`src/rtl/control_miscare_param.sv`:
```
// Line-follower motion controller: sensor capture, steering FSM,
// finish-marker debounce and lap counting with circuit-dependent targets.
module control_miscare_param #(
  parameter int             N_SENZ      = 5,
  parameter int             DC_W        = 12,
  parameter logic [DC_W-1:0] DC_MAX     = 12'h998,
  parameter logic [DC_W-1:0] DC_CURBA   = 12'h700,
  parameter int             DEB         = 4,
  parameter int             SEARCH_TO   = 8,
  parameter int             TURE_W      = 8,
  parameter int             TINTA_CURBE = 10
) (
  input  logic              clk,
  input  logic              rst_n,
  input  logic [N_SENZ-1:0] senzori,
  input  logic [1:0]        circuit,
  input  logic              start,
  output logic [1:0]        directie_driverA,
  output logic [1:0]        directie_driverB,
  output logic [DC_W-1:0]   factor_dc_driverA,
  output logic [DC_W-1:0]   factor_dc_driverB,
  output logic              semnal_dreapta,
  output logic              semnal_stanga,
  output logic              stop,
  output logic [TURE_W-1:0] count_ture,
  output logic              terminat,
  output logic [2:0]        stare
);
  localparam int C      = (N_SENZ - 1) / 2;
  localparam int DEB_W  = $clog2(DEB + 1);
  localparam int SRCH_W = $clog2(SEARCH_TO + 1);

  typedef enum logic [2:0] {
    IDLE = 3'd0, FOLLOW = 3'd1, SEARCH_A = 3'd2,
    SEARCH_B = 3'd3, LOST = 3'd4, DONE = 3'd5
  } st_t;

  localparam logic [1:0] ULT_NONE = 2'd0, ULT_A = 2'd1, ULT_B = 2'd2;
  localparam logic [1:0] FWD = 2'b10, REV = 2'b01, BRK = 2'b00;

  logic [N_SENZ-1:0] s_q;
  st_t               st_q, st_d;
  logic [1:0]        ult_q;
  logic [DEB_W-1:0]  deb_q;
  logic              lat_q;
  logic [SRCH_W-1:0] srch_q;
  logic [TURE_W-1:0] cnt_q;

  logic centru, side_a, side_b, marker, accept, run_cnt, restart, tgt_hit;

  assign centru  = s_q[C];
  assign side_a  = |s_q[C-1:1];
  assign side_b  = |s_q[N_SENZ-2:C+1];
  assign marker  = s_q[0] & s_q[N_SENZ-1];
  // one pulse on the DEB-th consecutive marker cycle, then locked until low
  assign accept  = marker & ~lat_q & (deb_q == DEB_W'(DEB - 1));
  assign run_cnt = (st_q == FOLLOW) || (st_q == SEARCH_A) || (st_q == SEARCH_B);
  assign restart = start && ((st_q == IDLE) || (st_q == DONE));

  assign stare      = st_q;
  assign count_ture = cnt_q;

  // lap target for the currently selected circuit
  always_comb begin
    tgt_hit = 1'b0;
    case (circuit)
      2'b01:   tgt_hit = (cnt_q != '0);
      2'b10:   tgt_hit = (int'(cnt_q) >= TINTA_CURBE);
      default: tgt_hit = 1'b0;
    endcase
  end

  // next-state selection; lap target dominates every run state
  always_comb begin
    st_d = st_q;
    case (st_q)
      IDLE, DONE: if (start) st_d = FOLLOW;
      FOLLOW: begin
        if (tgt_hit)                st_d = DONE;
        else if (!centru) begin
          if (ult_q == ULT_A)       st_d = SEARCH_A;
          else if (ult_q == ULT_B)  st_d = SEARCH_B;
          else                      st_d = LOST;
        end
      end
      SEARCH_A, SEARCH_B: begin
        if (tgt_hit)                                  st_d = DONE;
        else if (centru)                              st_d = FOLLOW;
        else if (srch_q == SRCH_W'(SEARCH_TO - 1))    st_d = LOST;
      end
      LOST: begin
        if (tgt_hit)     st_d = DONE;
        else if (centru) st_d = FOLLOW;
      end
      default: st_d = IDLE;
    endcase
  end

  // sensor capture and registered turn indicators
  always_ff @(posedge clk) begin
    if (!rst_n) begin
      s_q            <= '0;
      semnal_dreapta <= 1'b0;
      semnal_stanga  <= 1'b0;
    end else begin
      s_q            <= senzori;
      semnal_dreapta <= s_q[0];
      semnal_stanga  <= s_q[N_SENZ-1];
    end
  end

  // marker debounce: count consecutive high cycles, latch after acceptance
  always_ff @(posedge clk) begin
    if (!rst_n || !marker) begin
      deb_q <= '0;
      lat_q <= 1'b0;
    end else if (accept) begin
      lat_q <= 1'b1;
    end else if (!lat_q) begin
      deb_q <= deb_q + 1'b1;
    end
  end

  // lap counter: cleared on run start, forced to zero in hold mode, saturating
  always_ff @(posedge clk) begin
    if (!rst_n || circuit == 2'b00 || restart)
      cnt_q <= '0;
    else if (accept && run_cnt && cnt_q != '1)
      cnt_q <= cnt_q + 1'b1;
  end

  // search timer runs only while staying in a search state
  always_ff @(posedge clk) begin
    if (!rst_n || !((st_q == SEARCH_A) || (st_q == SEARCH_B)))
      srch_q <= '0;
    else
      srch_q <= srch_q + 1'b1;
  end

  // remember which side last pulled the robot while following
  always_ff @(posedge clk) begin
    if (!rst_n || restart)
      ult_q <= ULT_NONE;
    else if (st_d == FOLLOW) begin
      if (side_a && !side_b)      ult_q <= ULT_A;
      else if (side_b && !side_a) ult_q <= ULT_B;
    end
  end

  // state register and registered motor outputs for the state being entered
  always_ff @(posedge clk) begin
    if (!rst_n) begin
      st_q              <= IDLE;
      directie_driverA  <= BRK;
      directie_driverB  <= BRK;
      factor_dc_driverA <= '0;
      factor_dc_driverB <= '0;
      stop              <= 1'b1;
      terminat          <= 1'b0;
    end else begin
      st_q     <= st_d;
      terminat <= (st_d == DONE);
      case (st_d)
        FOLLOW: begin
          directie_driverA  <= FWD;
          directie_driverB  <= FWD;
          stop              <= ~centru;
          factor_dc_driverA <= (side_a || !side_b) && side_a ? DC_MAX : DC_CURBA;
          factor_dc_driverB <= side_b ? DC_MAX : DC_CURBA;
        end
        SEARCH_A: begin
          directie_driverA  <= REV;
          directie_driverB  <= FWD;
          factor_dc_driverA <= DC_MAX;
          factor_dc_driverB <= DC_MAX;
          stop              <= ~centru;
        end
        SEARCH_B: begin
          directie_driverA  <= FWD;
          directie_driverB  <= REV;
          factor_dc_driverA <= DC_MAX;
          factor_dc_driverB <= DC_MAX;
          stop              <= ~centru;
        end
        default: begin
          directie_driverA  <= BRK;
          directie_driverB  <= BRK;
          factor_dc_driverA <= '0;
          factor_dc_driverB <= '0;
          stop              <= 1'b1;
        end
      endcase
    end
  end
endmodule

```
`config.mk`:
```
export PLATFORM = sky130hd
export DESIGN_NAME = control_miscare_param
export DESIGN_NICKNAME = d
export VERILOG_FILES = /design/src/rtl/control_miscare_param.sv
export SDC_FILE = /design/constraint.sdc
export NUM_CORES = 1
export LEC_CHECK = 0
export CAP_MARGIN = 20
export CELL_PAD_IN_SITES_DETAIL_PLACEMENT = 0
export CELL_PAD_IN_SITES_GLOBAL_PLACEMENT = 2
export CORE_UTILIZATION = 30
export DETAILED_ROUTE_END_ITERATION = 6
export PLACE_DENSITY_LB_ADDON = 0.1
export SLEW_MARGIN = 10
export SYNTH_ARGS = -nofsm -noshare
export SYNTH_HDL_FRONTEND = slang
export SYNTH_SLANG_ARGS = --single-unit
export TNS_END_PERCENT = 50
```
`constraint.sdc`:
```
create_clock -name clk -period 3.7 [get_ports clk]
set_clock_uncertainty 0.1 [all_clocks]
set_input_delay 0.74 -clock clk [delete_from_list [all_inputs] [get_ports clk]]
set_output_delay 0.74 -clock clk [all_outputs]
set_load 0.02 [all_outputs]
```
==> results of run 1 <==
[power by group through the flow]
| stage | clock network, W | logic, W | registers (W) |
|---|---|---|---|
| 5_1_grt | 0.000313 | 0.000233 | 0.000472 |
| 6_report | 0.000285 | 0.000211 | 0.000466 |
| 3_5_place_dp | 0 | 0.000213 | 0.000477 |
| 2_1_floorplan | 0 | 0.000141 | 0.000488 |
| 3_3_place_gp | 0 | 0.000215 | 0.000478 |
| 4_1_cts | 0.000295 | 0.000214 | 0.000467 |
[cell type report]
type	count	area (µm²)
sequential	39	781
fill	644	3660
inverter	12	45.0
timing repair buffer	42	420
clock inverter	3	20.0
multi-input combinational	146	941
clock buffer	5	68.8
tap	75	93.8
[flip-flops by register name, summed over array words and instances, names as in the netlist]
signal,cells
semnal_stanga,1
s_q,5
factor_dc_driverB,2
stop,1
terminat,1
deb_q,3
factor_dc_driverA,3
srch_q,4
lat_q,1
directie_driverA,2
directie_driverB,2
ult_q,2
count_ture,8
stare,3
semnal_dreapta,1
[cells in the final DEF, fill, tap and decap left out, drive strengths merged, types with 2 or more instances in the layout]
cell type / instances
clkbuf: 5
a31oi: 2
nor3: 2
xnor2: 4
o21bai: 2
clkinvlp: 2
or2: 2
mux2i: 2
dfxtp: 39
clkdlybuf4s50: 42
and3: 4
and3b: 2
and2: 9
a221o: 2
nor2: 27
a21o: 4
o21ai: 5
inv: 12
conb: 10
xor2: 6
nand3: 6
or3: 3
ha: 12
a21oi: 11
nor3b: 6
nand2: 14
[final timing paths]
check,startpoint,end
worst max-delay path,circuit[0],directie_driverB[1]$_SDFF_PN0_
worst min-delay path,srch_q[0]$_SDFF_PP0_,srch_q[0]$_SDFF_PP0_
worst max register to register,deb_q[0]$_SDFFE_PP0P_,count_ture[7]$_SDFFE_PP0P_
worst min register to register,srch_q[0]$_SDFF_PP0_,srch_q[0]$_SDFF_PP0_
[layer usage]
metal  vias up  GRT usage (%)  wire [µm]
li1        747              -          -
met3         7           3.33        203
met5         -              0          0
met2        37           17.9       1640
met4         0           5.79         59
met1       605           15.6       1800
[through the flow]
stage                     std cells  setup slack, ps
after floorplan                 221             1240
after global placement          314              634
after detailed placement        314              589
after CTS                       322              898
after global routing            322              717
final                           322              907
[cells in the mapped netlist]
master and instances:
a221o_1 2, or2_2 2, conb_1 1, or4_4 1, and3b_2 2, mux2i_1 2, o31ai_1 1, dfxtp_1 39
o21ai_0 5, buf_4 19, or2b_1 1, a311o_1 1, nand3_2 1, nand3b_1 1, or3_2 1, nor2b_1 1
clkbuf_1 2, nor2_4 1, nor2_1 26, and2_1 9, nor3b_1 6, o22ai_1 1, nor3_1 2, and3_1 4
a211oi_1 1, buf_6 3, a31oi_4 1, a31oi_1 1, nand2_1 14, a21o_1 4, nand3_1 5, xnor2_1 4
and2b_2 1, ha_1 12, inv_1 12, xor2_1 6, a21oi_1 11, o21bai_1 2, nor4_1 1, or3_1 2
a221oi_1 1
[cell families (layout without fill, tap and decap cells)]
| kind of cell | Yosys count | after routing |
|---|---|---|
| AND/OR/NAND/NOR | 81 | 81 |
| flip-flops | 39 | 39 |
| buffers and inverters | 36 | 62 |
| AO/OA/AOI/OAI | 31 | 31 |
| adder cells (fa/ha/maj) | 12 | 12 |
| XOR/XNOR | 10 | 10 |
| multiplexers | 2 | 2 |
| other | 1 | 10 |
==> key figures, run 1 <==
Power
  • Psw: 0.000290 W
  • VDD IR max: 164 µV
  • Overall Power: 0.000962 W
  • Sequential power share: 48.4%
  • Clock share of power: 29.7%
  • Net Sw Frac: 30.1%
  • Pwr dens: 406 nW/µm²
  • Pint: 0.000673 W
  • Comb pwr share: 21.9%
  • Leakage: 0.953 nW

Clock network
  • CTS tree: yes
  • Clock transition at the registers of the reported paths: 80 ps
  • Post-CTS Setup Inserts: 0
  • # hold bufs at CTS: 0
  • CTS Buffer Depth: 2
  • CTS root buf: clkbuf_8
  • CTS sink cnt: 39
  • Clock buffer count from CTS: 5
  • H-tree levels: 2
  • Post_cts resized: 0
  • Clock insertion delay at the later pin of the skew report: 290 ps

Die
  • Chip Height: 81.9 µm
  • Die width: 81.9 µm
  • Row cnt: 28
  • Initial Utilization: 31.8%
  • Die ar.: 6710 µm²
  • Top-Level Pins: 53
  • Core box area: 6030 µm²

Yosys
  • Yosys reg bits: 39
  • Post-Synth XOR/XNOR Area: 4.57%
  • Largest family of logic cells by synthesized area: simple AND/OR/NAND/NOR gates
  • Post-Synthesis Cell Area: 1920 µm²
  • Yosys top cell by area: dfxtp_1
  • Mux share of post-synthesis cell area: 1.04%
  • Complex-gate fraction of the synthesized area: 11.1%
  • Adder-Cell Fraction of Synth Area: 7.83%
  • Synth top area share: 40.7%
  • Synth area leaders: dfxtp_1 41%, ha_1 7.8%, buf_4 7.4%, nor2_1 5.1%, and2_1 2.9%
  • Mapped Cells: 212
  • Synth cell types: 41
  • Mean post-synth cell area: 9.04 µm²
  • Synth warn: 0
  • Simple-Gate Fraction of Synth Area: 22.6%
  • Register area share after synthesis: 40.7%

Worst setup path
  • Worst setup path category: input pin to flip-flop
  • Critical path, cell by cell: clkdlybuf4s50_1, inv_1, ha_1, o21ai_0, nor2_1, or2_2, a221o_1, or3_1, o21ai_0
  • Crit. End Element: flip-flop
  • CP max stage cell: clkdlybuf4s50_1
  • Req. time, crit path: 3820 ps
  • Critical Path Most Common Cell: o21ai_0
  • Startpoint types: input pin
  • Bufs and invs on worst path: 2
  • Critical path's top delay family: simple AND/OR/NAND/NOR gates
  • Reg2Reg Depth: 8
  • R2R Setup Slk: 1390 ps
  • Critical Path AT: 2910 ps
  • Max incr delay on CP: 480 ps
  • Critical Path Stages: 9
  • Crit Path Max Fanout: 4

Placement
  • Placed cell areas: 2280 µm²
  • Port buffer count: 42
  • GP Congestion: 0.749
  • DP HPWL: 2.81 mm

Timing
  • Rel. slew slack: 64.6%
  • Hold Slack: 359 ps
  • RSZ-0062 raised after global routing: no
  • Worst Tran Pin Value: 528 ps
  • Final Hold Fails: 0
  • Final setup viols: 0
  • Tcrit/Tclk final: 75.5%
  • Fin crit period: 2790 ps
  • Max Clk Rate: 358 MHz
  • Max-slew violations: 0
  • Post-route setup TNS: 0 ps

Global routing
  • First-pass GRT wire length: 5.90 mm
  • Largest net degree at the start of global routing: 16
  • Congestion Overflow GR: 0
  • Number of global-route vias before repair: 1250
  • GRT Resource Usage Total: 12.0%
  • Initial antenna violation count: 0

Detailed routing
  • Routed length per placed instance: 11.5 µm
  • Antenna-violating nets left: 0
  • Routed WL: 3.70 mm
  • Via density: 4.34
  • DRC viols: 0
  • TritonRoute pass-1 iters: 4
  • Vias: 1396
  • Initial DRC Count: 39

Min path
  • Min-Delay Path Class: flip-flop to flip-flop
  • Hold Path Cell Cnt: 1

Cells and area
  • Cell area after layout: 2370 µm²
  • Final net count: 268
  • Area grow syn2layout: 23.6%
  • Final core occ: 39.3%
  • Share of cells above drive strength 1: 7.29%
  • N_diodes: 0

Run status
  • Status: completed

Run
  • Max Cap Viol: 0
Power figures use the tool's default switching activity.
==> run 2: changes to the inputs <==
- CORE_UTILIZATION: 30 -> 28
- clock period: 3.7 -> 2.85 ns (I/O delays scaled with it)
==> run 2 against run 1 <==
The run now ends with DRC left. First-iteration DRC count rose by 15%. Sequential power rose by 29%. Total power is 51% higher. Clock-buffer cell count is the same. Core utilization is 1.0 points lower. Critical path depth unchanged. Largest cell class unchanged. Highest routed layer unchanged.
==> key figures, run 2 (synthesis gave the netlist of run 1 again) <==
Detailed routing
  • Via density: 4.38 (+0.99%)
  • DRC viols: 8 (+8)
  • Antenna-violating nets left: 0 (unchanged)
  • Routed length per placed instance: 11.7 µm (+2.2%)
  • Routed WL: 3.91 mm (+5.6%)
  • Vias: 1458 (+4.4%)
  • TritonRoute pass-1 iters: 7 (+3)
  • Initial DRC Count: 45 (+15%)

Global routing
  • GRT Resource Usage Total: 12.1% (+0.14 points)
  • Congestion Overflow GR: 0 (unchanged)
  • Number of global-route vias before repair: 1448 (+16%)
  • First-pass GRT wire length: 6.79 mm (+15%)
  • Largest net degree at the start of global routing: 14 (-2)
  • Initial antenna violation count: 0 (unchanged)

Placement
  • GP Congestion: 0.751 (+0.29%)
  • Pre-CTS WS: -88.5 ps (-678 ps)
  • DP HPWL: 3.00 mm (+6.7%)
  • Port buffer count: 42 (unchanged)

Die
  • Die ar.: 7180 µm² (+7.0%)
  • Initial Utilization: 29.5% (-2.3 points)
  • Row cnt: 29 (+3.6%)
  • Core box area: 6490 µm² (+7.8%)
  • Top-Level Pins: 53 (unchanged)
  • Die width: 84.7 µm (+3.4%)
  • Chip Height: 84.7 µm (+3.4%)

Timing
  • Final Hold Fails: 0 (unchanged)
  • Hold Slack: 355 ps (-4.45 ps)
  • Tcrit/Tclk final: 92.4%
  • Max Clk Rate: 380 MHz
  • Final worst-path setup slack: 217 ps (-690 ps)
  • Fin crit period: 2630 ps
  • Rel. slew slack: 66.5% (+1.9 points)
  • RSZ-0062 raised after global routing: no
  • Final setup viols: 0 (unchanged)
  • Max-slew violations: 0 (unchanged)
  • Worst Tran Pin Value: 499 ps (-29.1 ps)

Cells and area
  • Max reg flops: 8 (unchanged)
  • Commonest non-fill, non-tap cell in the layout: clkdlybuf4s50_1
  • Fillcell total: 673 (+4.5%)
  • Most frequent cells in the layout: 42 x clkdlybuf4s50_1, 39 x dfxtp_1, 26 x nor2_1
  • Area grow syn2layout: 29.8%
  • Final net count: 277 (+3.4%)
  • N_diodes: 0 (unchanged)
  • Share of cells above drive strength 1: 10.5% (+3.3 points)

Power
  • VDD IR max: 259 µV (+59%)
  • Leakage: 1.02 nW (+7.3%)
  • Overall Power: 0.00146 W (+51%)
  • Pwr dens: 586 nW/µm² (+44%)

Worst setup path
  • Req. time, crit path: 2970 ps (-850 ps)
  • Crit. End Element: flip-flop
  • Crit Path Max Fanout: 3 (-1)
  • Critical Path AT: 2750 ps (-160 ps)
  • Worst setup path category: input pin to flip-flop
  • Startpoint types: input pin

Run
  • Max Cap Viol: 0 (unchanged)

Clock network
  • H-tree levels: 2 (unchanged)
  • CTS root buf: clkbuf_8
  • CTS tree: yes
  • Clock insertion delay at the later pin of the skew report: 300 ps (about the same)
  • Post_cts resized: 0 (unchanged)
  • CTS sink cnt: 39 (unchanged)
  • Clock transition at the registers of the reported paths: 80 ps (about the same)
  • Post-CTS Setup Inserts: 0 (unchanged)
  • CTS Buffer Depth: 2 (unchanged)
  • # hold bufs at CTS: 0 (unchanged)
  • Clock buffer count from CTS: 5 (unchanged)

Min path
  • Min-Delay Path Class: flip-flop to flip-flop

Run status
  • Status: complete, but fails checks
  • Failing checks: DRC
run 2: changes by cell type in the layout (fill, tap and decap cells not counted), sizes merged:
cell,delta
buf,+9
clkinvlp,-1
clkinv,-1
bufinv,+2
run 2: critical path: stages:
cell	delay, ps
clkdlybuf4s50_1	480
inv_1	70
ha_1	320
o21ai_0	90
nor2_1	80
or2_2	340
a221o_1	350
or3_1	360
o21ai_0	100
run 2: cell type report:
cell class	instances	area, µm²	area share (%)
Clock buffer	5	68.8	2.77
Sequential cell	39	781	31.4
Inverter	12	45.0	1.81
Clock inverter	3	67.6	2.72
Timing Repair Buffer	51	488	19.6
Multi-Input combinational cell	146	941	37.8
Tap cell	77	96.3	3.87
run 2: worst paths after layout:
check                             start                              to  slack (ps)  cells past startpoint
setup / recovery             circuit[0]  directie_driverB[1]$_SDFF_PN0_         220                      9
hold / removal     srch_q[0]$_SDFF_PP0_            srch_q[0]$_SDFF_PP0_         350                      1
setup reg to reg  deb_q[0]$_SDFFE_PP0P_      count_ture[7]$_SDFFE_PP0P_         550                      8
hold reg to reg    srch_q[0]$_SDFF_PP0_            srch_q[0]$_SDFF_PP0_         350                      1
run 2: layer usage:
metal / up-vias / share of wire [%] / global-route usage [%]
met3: 5 / 4.3 / 3.34
met5: - / 0 / 0
li1: 760 / - / -
met1: 657 / 47 / 15.0
met2: 36 / 47 / 20.0
met4: 0 / 1.6 / 4.62
run 2: where the power goes:
part / internal (W) / total (W) / switching [W]
registers: 0.000575 / 0.000599 / 0.0000243
logic: 0.000141 / 0.000298 / 0.000157
clock network: 0.000349 / 0.000559 / 0.000210
run 2: per-stage QoR:
stage / setup TNS [ps] / utilization [%] / instance area, µm² / std cells
2_1_floorplan: 0 / - / 1950 / 221
3_3_place_gp: -86.3 / 36.2 / 2350 / 325
3_5_place_dp: -230 / 36.2 / 2350 / 325
4_1_cts: 0 / 38.3 / 2490 / 333
5_1_grt: 0 / 38.3 / 2490 / 333
6_report: 0 / 38.3 / 2490 / 333
